### config.mk
export PLATFORM = sky130hd
export DESIGN_NAME = ifetch_queue_flat
export DESIGN_NICKNAME = d
export VERILOG_FILES = /design/src/rtl/ifetch_queue_if.sv /design/src/rtl/ifetch_queue.sv /design/src/flat_wrapper.sv
export SDC_FILE = /design/constraint.sdc
export NUM_CORES = 1
export LEC_CHECK = 0
export ABC_AREA = 1
export BUFFER_PORTS_ARGS = -buffer_cell sky130_fd_sc_hd__buf_2
export CAP_MARGIN = 20
export CORE_ASPECT_RATIO = 0.9
export CORE_MARGIN = 4
export CORE_UTILIZATION = 34
export CTS_BUF_LIST = sky130_fd_sc_hd__clkbuf_4 sky130_fd_sc_hd__clkbuf_8 sky130_fd_sc_hd__clkbuf_16
export DETAILED_ROUTE_END_ITERATION = 6
export GPL_TIMING_DRIVEN = 0
export PLACE_DENSITY = 0.61
export SLEW_MARGIN = 20
export SYNTH_ARGS = -nofsm -noshare
export SYNTH_HDL_FRONTEND = slang
export SYNTH_SLANG_ARGS = --single-unit
### constraint.sdc
create_clock -name CLK -period 20.3 [get_ports CLK]
set_input_delay 4.06 -clock CLK [delete_from_list [all_inputs] [get_ports CLK]]
set_output_delay 4.06 -clock CLK [all_outputs]
set_load 0.02 [all_outputs]
### src/rtl/ifetch_queue_if.sv
// Bundle of ROM-side and core-side signals for the instruction prefetch queue.
// Core side is valid/ready: an entry moves when out_valid and out_ready are both high at a rising edge.
interface ifetch_queue_if #(
    parameter int ADDR_W  = 32,
    parameter int DATA_W  = 32,
    parameter int IMEM_AW = 10,
    parameter int DEPTH   = 4
);
    localparam int CW = $clog2(DEPTH) + 1;

    logic               imem_req;
    logic [IMEM_AW-1:0] imem_addr;
    logic [DATA_W-1:0]  imem_rdata;
    logic               out_valid;
    logic [DATA_W-1:0]  out_instr;
    logic [ADDR_W-1:0]  out_pc;
    logic               out_ready;
    logic               redirect;
    logic [ADDR_W-1:0]  redirect_pc;
    logic [CW-1:0]      count;

    modport master (
        output imem_req, imem_addr, out_valid, out_instr, out_pc, count,
        input  imem_rdata, out_ready, redirect, redirect_pc
    );

    modport slave (
        input  imem_req, imem_addr, out_valid, out_instr, out_pc, count,
        output imem_rdata, out_ready, redirect, redirect_pc
    );
endinterface

### src/rtl/ifetch_queue.sv
// Instruction prefetch: sequential fetch from a 1-cycle ROM into a small FIFO,
// delivered to the core by valid/ready, with redirect flushing everything in flight.
module ifetch_queue #(
    parameter int              ADDR_W   = 32,
    parameter int              DATA_W   = 32,
    parameter int              IMEM_AW  = 10,
    parameter int              DEPTH    = 4,
    parameter logic [ADDR_W-1:0] RESET_PC = '0
) (
    input logic          CLK,
    input logic          RESET,
    ifetch_queue_if.master bus
);
    localparam int PW = $clog2(DEPTH);
    localparam int CW = PW + 1;

    logic [ADDR_W-1:0] fetch_pc;
    logic [ADDR_W-1:0] pc_q;
    logic              req_q;
    logic [DATA_W-1:0] instr_mem [DEPTH];
    logic [ADDR_W-1:0] pc_mem    [DEPTH];
    logic [PW-1:0]     wr_ptr;
    logic [PW-1:0]     rd_ptr;
    logic [CW-1:0]     cnt;

    logic              issue;
    logic              push;
    logic              pop;
    logic              valid;
    logic [CW:0]       inflight;
    logic [ADDR_W-1:0] target;

    // Occupancy plus the read still in flight bounds issue, so a push never finds the FIFO full.
    always_comb begin
        inflight = {1'b0, cnt} + {{CW{1'b0}}, req_q};
        issue    = ~RESET & ~bus.redirect & (inflight < (CW+1)'(DEPTH));
        push     = req_q & ~bus.redirect;
        valid    = (cnt != '0) & ~bus.redirect & ~RESET;
        pop      = valid & bus.out_ready;
        target   = bus.redirect_pc & ~ADDR_W'(3);
    end

    assign bus.imem_req  = issue;
    assign bus.imem_addr = fetch_pc[IMEM_AW+1:2];
    assign bus.out_valid = valid;
    assign bus.out_instr = RESET ? '0 : instr_mem[rd_ptr];
    assign bus.out_pc    = RESET ? '0 : pc_mem[rd_ptr];
    assign bus.count     = cnt;

    always_ff @(posedge CLK) begin
        if (RESET) begin
            fetch_pc <= RESET_PC;
            pc_q     <= '0;
            req_q    <= 1'b0;
            wr_ptr   <= '0;
            rd_ptr   <= '0;
            cnt      <= '0;
            for (int i = 0; i < DEPTH; i++) begin
                instr_mem[i] <= '0;
                pc_mem[i]    <= '0;
            end
        end else if (bus.redirect) begin
            // The response arriving this cycle belongs to the old path and is simply not pushed.
            fetch_pc <= target;
            req_q    <= 1'b0;
            wr_ptr   <= '0;
            rd_ptr   <= '0;
            cnt      <= '0;
        end else begin
            req_q <= issue;
            if (issue) begin
                pc_q     <= fetch_pc;
                fetch_pc <= fetch_pc + ADDR_W'(4);
            end
            if (push) begin
                instr_mem[wr_ptr] <= bus.imem_rdata;
                pc_mem[wr_ptr]    <= pc_q;
                wr_ptr            <= wr_ptr + PW'(1);
            end
            if (pop) begin
                rd_ptr <= rd_ptr + PW'(1);
            end
            case ({push, pop})
                2'b10:   cnt <= cnt + CW'(1);
                2'b01:   cnt <= cnt - CW'(1);
                default: cnt <= cnt;
            endcase
        end
    end

    always_ff @(posedge CLK) begin
        if (!RESET && push) begin
            assert (cnt != CW'(DEPTH));
        end
    end
endmodule

### src/flat_wrapper.sv
// flat-port wrapper written by rule: the top's interface ports become plain ports
module ifetch_queue_flat 
#(
    parameter int              ADDR_W   = 32,
    parameter int              DATA_W   = 32,
    parameter int              IMEM_AW  = 10,
    parameter int              DEPTH    = 4,
    parameter logic [ADDR_W-1:0] RESET_PC = '0
)
  (CLK, RESET, bus_imem_req, bus_imem_addr, bus_out_valid, bus_out_instr, bus_out_pc, bus_count, bus_imem_rdata, bus_out_ready, bus_redirect, bus_redirect_pc);
  ifetch_queue_if #(.ADDR_W(ADDR_W), .DATA_W(DATA_W), .IMEM_AW(IMEM_AW), .DEPTH(DEPTH)) bus_i ();
  input logic CLK;
  input logic RESET;
  output wire logic [$bits(bus_i.imem_req)-1:0] bus_imem_req;
  output wire logic [$bits(bus_i.imem_addr)-1:0] bus_imem_addr;
  output wire logic [$bits(bus_i.out_valid)-1:0] bus_out_valid;
  output wire logic [$bits(bus_i.out_instr)-1:0] bus_out_instr;
  output wire logic [$bits(bus_i.out_pc)-1:0] bus_out_pc;
  output wire logic [$bits(bus_i.count)-1:0] bus_count;
  input wire logic [$bits(bus_i.imem_rdata)-1:0] bus_imem_rdata;
  input wire logic [$bits(bus_i.out_ready)-1:0] bus_out_ready;
  input wire logic [$bits(bus_i.redirect)-1:0] bus_redirect;
  input wire logic [$bits(bus_i.redirect_pc)-1:0] bus_redirect_pc;
  assign bus_imem_req = bus_i.imem_req;
  assign bus_imem_addr = bus_i.imem_addr;
  assign bus_out_valid = bus_i.out_valid;
  assign bus_out_instr = bus_i.out_instr;
  assign bus_out_pc = bus_i.out_pc;
  assign bus_count = bus_i.count;
  assign bus_i.imem_rdata = bus_imem_rdata;
  assign bus_i.out_ready = bus_out_ready;
  assign bus_i.redirect = bus_redirect;
  assign bus_i.redirect_pc = bus_redirect_pc;
  ifetch_queue #(.ADDR_W(ADDR_W), .DATA_W(DATA_W), .IMEM_AW(IMEM_AW), .DEPTH(DEPTH), .RESET_PC(RESET_PC)) u_core (.CLK(CLK), .RESET(RESET), .bus(bus_i));
endmodule
==> flow_summary.html <==
<table>
<tr><th>Metric</th><th>Value</th></tr>
<tr><th colspan="2">Timing</th></tr>
<tr><td>Min cycle time layout</td><td>between 9 and 10 ns</td></tr>
<tr><td>Finish-stage setup viols</td><td>0</td></tr>
<tr><td>Number of pins with negative max-slew slack in the final report</td><td>0</td></tr>
<tr><td>Highest Clock Rate</td><td>100 MHz</td></tr>
<tr><td>Worst-case hold slack</td><td>0.465 ns</td></tr>
<tr><td>Setup repair after global routing missed its margin</td><td>false</td></tr>
<tr><td>Clock tree skew after final layout</td><td>0.0321 ns</td></tr>
<tr><td>Hold Vio Cnt, Final</td><td>0</td></tr>
<tr><td>Aggregate negative setup slack</td><td>0 ns</td></tr>
<tr><td>Slew @ Worst Pin</td><td>0.964 ns</td></tr>
<tr><td>Ratio of final minimum period to clock period</td><td>0.491</td></tr>
<tr><td>Max-slew headroom at the worst pin</td><td>0.357</td></tr>
<tr><th colspan="2">Clock tree</th></tr>
<tr><td>TritonCTS clock tree</td><td>done</td></tr>
<tr><td>Count of hold buffers inserted by post-cts repair</td><td>0</td></tr>
<tr><td>Largest buffer count on any clock path</td><td>3</td></tr>
<tr><td>CTS root buf</td><td>clkbuf_16</td></tr>
<tr><td>Number of H-tree branching levels</td><td>2</td></tr>
<tr><td>Inserted Clock Buffers</td><td>35</td></tr>
<tr><td>CTS sink cnt</td><td>318</td></tr>
<tr><td>Resize count post-CTS</td><td>0</td></tr>
<tr><td>CTS clock-pin slew for the worst setup and hold paths</td><td>0.06 ns</td></tr>
<tr><td>Insertion delay of the later-clocked pin in the worst-skew pair</td><td>approximately 0.53 ns</td></tr>
<tr><td>Post-CTS setup buffer count</td><td>0</td></tr>
<tr><th colspan="2">Logic synthesis</th></tr>
<tr><td>Netlist Area Pre-Place</td><td>0.0150 sq mm</td></tr>
<tr><td>Syn. warnings</td><td>0</td></tr>
<tr><td>Synth Area in XOR/XNOR</td><td>0.00176</td></tr>
<tr><td>Share of synthesized cell area in and, or, nand and nor gates</td><td>0.217</td></tr>
<tr><td>Adder and majority gate portion of the synthesized area</td><td>0.00301</td></tr>
<tr><td>Sequential-to-total area share from yosys stat</td><td>0.592</td></tr>
<tr><td>Synthesized instance count</td><td>around 1.7k</td></tr>
<tr><td>Synth unique cells</td><td>30</td></tr>
<tr><td>Mux contribution to synthesized area</td><td>0</td></tr>
<tr><td>Mean Syn Cell Area</td><td>8.75 sq um</td></tr>
<tr><td>Compound-gate portion of the synthesized area</td><td>0.0990</td></tr>
<tr><td>Synth area leaders</td><td>edfxtp_1 (50%), nor2_1 (13%), dfxtp_1 (9.4%), o21ai_0 (5.6%), inv_1 (5.0%)</td></tr>
<tr><td>Dominant combinational cell family by area after synthesis</td><td>simple AND/OR/NAND/NOR gates</td></tr>
<tr><td>Area share of the largest cell type after synthesis</td><td>0.498</td></tr>
<tr><td>Synthesis-stage register bit count</td><td>318</td></tr>
<tr><td>Synth area leader</td><td>edfxtp_1</td></tr>
<tr><th colspan="2">GRT</th></tr>
<tr><td>Overall overflow remaining after global route</td><td>0</td></tr>
<tr><td>GRT Util Overall</td><td>0.175</td></tr>
<tr><td>Antenna violations before repair</td><td>0</td></tr>
<tr><td>Wire length of the first global-routing pass</td><td>65400 um</td></tr>
<tr><td>Vias in the first global route</td><td>between 10k and 15k</td></tr>
<tr><td>Maximum number of pins on one net before global-route repair</td><td>48</td></tr>
<tr><th colspan="2">Die</th></tr>
<tr><td>Height of the die</td><td>207 um</td></tr>
<tr><td>Number of ports placed on the die boundary</td><td>147</td></tr>
<tr><td>Number of placement rows</td><td>72</td></tr>
<tr><td>Area enclosed by the die boundary</td><td>around 0.047 sq mm</td></tr>
<tr><td>Area inside the core boundary</td><td>between 0.04 and 0.05 sq mm</td></tr>
<tr><td>Effective utilization at floorplan</td><td>0.346</td></tr>
<tr><td>Die Width</td><td>around 230 um</td></tr>
<tr><th colspan="2">Layout</th></tr>
<tr><td>Share of post-route cells with drive strength above 1</td><td>0.175</td></tr>
<tr><td>Final Instance Count excl. Fillers</td><td>2481</td></tr>
<tr><td>Number of diodes added for antenna fixing</td><td>0</td></tr>
<tr><td>Utilization after layout</td><td>0.412</td></tr>
<tr><td>Post-route cell area</td><td>about 0.018 sq mm</td></tr>
<tr><td>NumNets Final</td><td>1970</td></tr>
<tr><td>Area growth, synth to finish</td><td>19.1%</td></tr>
<tr><td>Filler cell count</td><td>between 4k and 5k</td></tr>
<tr><th colspan="2">Setup path</th></tr>
<tr><td>End of the worst register-to-register path</td><td>u_core.pc_mem[0][10]</td></tr>
<tr><td>Depth of the most critical reg-to-reg path</td><td>7</td></tr>
<tr><td>Register-to-register setup slack</td><td>17.98 ns</td></tr>
<tr><td>Critical Path AT</td><td>5.91 ns</td></tr>
<tr><td>Crit path capture</td><td>bus_out_instr[31]</td></tr>
<tr><td>Critical path type</td><td>input port to output port</td></tr>
<tr><td>Worst EP required</td><td>16.24 ns</td></tr>
<tr><td>Worst setup path startpoint</td><td>RESET</td></tr>
<tr><td>Source of the worst register-to-register timing path</td><td>u_core.req_q</td></tr>
<tr><td>CP startpoint kind</td><td>input port</td></tr>
<tr><td>Maximum fanout count along the critical path</td><td>10</td></tr>
<tr><td>Kind of end point of the critical path</td><td>output port</td></tr>
<tr><th colspan="2">Hold path</th></tr>
<tr><td>Number of cells on the worst hold path</td><td>2</td></tr>
<tr><td>Hold Path Class</td><td>flop to flop</td></tr>
<tr><th colspan="2">Placement</th></tr>
<tr><td>Half-perimeter wire length of the detailed placement result</td><td>29800 um</td></tr>
<tr><td>Port buffer count</td><td>142</td></tr>
<tr><td>Placement Cell Area</td><td>0.0167 sq mm</td></tr>
<tr><td>Routability-driven placement congestion ratio</td><td>0.881</td></tr>
<tr><td>Total instance count after detailed placement</td><td>2417</td></tr>
<tr><th colspan="2">Drt</th></tr>
<tr><td>Antenna viol nets, final</td><td>0</td></tr>
<tr><td>Detailed Routing Iterations Pass 1</td><td>5</td></tr>
<tr><td>Routed vias/inst</td><td>4.83</td></tr>
<tr><td>Number of violations reported at the end of detailed-routing iteration 0</td><td>about 1.2k</td></tr>
<tr><td>Wirelength, routed</td><td>42700 um</td></tr>
<tr><td>Mean routed wirelength per cell</td><td>approximately 17 um</td></tr>
<tr><td>DRC Markers</td><td>0</td></tr>
<tr><td>Vias after detailed routing</td><td>12.0k</td></tr>
<tr><th colspan="2">Pwr</th></tr>
<tr><td>Total leakage power</td><td>6.86 nW</td></tr>
<tr><td>Cell area power density</td><td>83.2 mW/mm^2</td></tr>
<tr><td>Psw</td><td>0.354 mW</td></tr>
<tr><td>Internal power</td><td>approximately 1.1 mW</td></tr>
<tr><td>Share of power burned in combinational logic</td><td>0.075</td></tr>
<tr><td>Sw frac</td><td>0.238</td></tr>
<tr><td>Largest voltage drop on the vdd net</td><td>0.0000485 V</td></tr>
<tr><td>Clock share of power</td><td>0.426</td></tr>
<tr><td>Portion of total power attributed to sequential cells</td><td>0.499</td></tr>
<tr><th colspan="2">Job</th></tr>
<tr><td>Max-Cap Viols</td><td>0</td></tr>
<tr><th colspan="2">Run status</th></tr>
<tr><td>Result of the run</td><td>complete, no violations</td></tr>
</table>
==> sequential cells by signal, summed over array words and instances (netlist names), named ones only <==
name,flops
u_core.pc_mem,120
u_core.req_q,1
u_core.rd_ptr,2
u_core.instr_mem,128
u_core.bus.count,3
u_core.fetch_pc,30
u_core.wr_ptr,2
u_core.pc_q,30
==> metal layers <==
layer | global-route usage | vias to the layer above | share of wire
met2 | 0.289 | 455 | 0.46
met3 | 0.0283 | 58 | 0.073
met1 | 0.247 | 5558 | 0.45
met4 | 0.0387 | 0 | 0.017
met5 | 0 | - | 0
li1 | - | 5903 | -
==> power by group through the flow <==
stage          combinational [mW]  clock, mW  sequential (mW)
2_1_floorplan              0.0656          0            0.753
6_report                    0.111      0.632            0.740
3_3_place_gp                0.103          0            0.759
4_1_cts                     0.112      0.639            0.740
3_5_place_dp                0.112          0            0.753
5_1_grt                     0.123      0.670            0.742
==> synthesized netlist by cell type (all sizes together) <==
master  number
nor2       570
edfxtp     248
inv        209
o21ai      167
nand2      137
a21oi      100
dfxtp       70
nand3       66
clkbuf      63
buf         43
a211oi      13
a31oi        5
nand4        3
nor3         3
xor2         3
ha           2
nand3b       2
conb         1
fa           1
o211ai       1
o21a         1
or2          1
==> worst min path at each step <==
stage / slack [ns] / from / end
after global routing: 0.49 / u_core.pc_q[2] / u_core.pc_q[2]
final: 0.46 / u_core.pc_q[2] / u_core.pc_q[2]
after floorplan: 0.44 / u_core.rd_ptr[1] / flop
after CTS: 0.47 / u_core.pc_q[2] / u_core.pc_q[2]
after global placement: 0.45 / u_core.rd_ptr[1] / flop
after detailed placement: 0.46 / u_core.pc_q[2] / u_core.pc_q[2]
==> cells by family (layout without fill, tap and decap cells) <==
logic type / after synthesis / in the layout
other: 1 / 2
AO/OA/AOI/OAI: 287 / 287
adder cells (fa/ha/maj): 3 / 3
flip-flops: 318 / 318
AND/OR/NAND/NOR: 782 / 782
buffers and inverters: 315 / 531
XOR/XNOR: 3 / 3
==> placed cells by master, fill, tap and decap left out, types with 5 or more instances in the layout <==
cell type	count
edfxtp_1	248
clkinv_1	5
clkbuf_16	36
buf_6	6
nor2_1	503
o21ai_0	164
inv_1	198
clkbuf_1	63
buf_4	13
clkinv_2	8
nand3_1	65
inv_2	11
buf_2	165
dfxtp_1	70
clkbuf_4	8
a211oi_1	13
nand2_1	136
buf_16	10
a31oi_1	5
a21oi_1	100
nor2_2	63
==> cell type report <==
| type | instances | area [sq um] | area share |
|---|---|---|---|
| Inverter | 209 | 785 | 0.0440 |
| Clock inverter | 20 | 171 | 0.00962 |
| Timing Repair Buffer | 152 | 986 | 0.0554 |
| Multi-Input combinational cell | 1077 | 4840 | 0.272 |
| Sequential cell | 318 | 8850 | 0.497 |
| Buffer | 106 | 520 | 0.0292 |
| Tap cell | 555 | 694 | 0.0390 |
| Clock buffer | 44 | 961 | 0.0540 |
==> stage by stage <==
| step | total power [mW] | setup slack, ns |
|---|---|---|
| detailed placement | 0.865 | 10.33 |
| global route | 1.54 | 10.25 |
| finish | 1.48 | 10.33 |
| global placement | 0.862 | 7.01 |
| floorplan | 0.819 | 10.93 |
| CTS | 1.49 | 10.34 |
==> critical path: stages <==
cell,delay [ns]
buf_2,0.18
clkbuf_1,0.55
clkbuf_1,0.68
a21oi_1,0.20
buf_2,0.23
No activity file was read; power rests on OpenSTA's default activity.
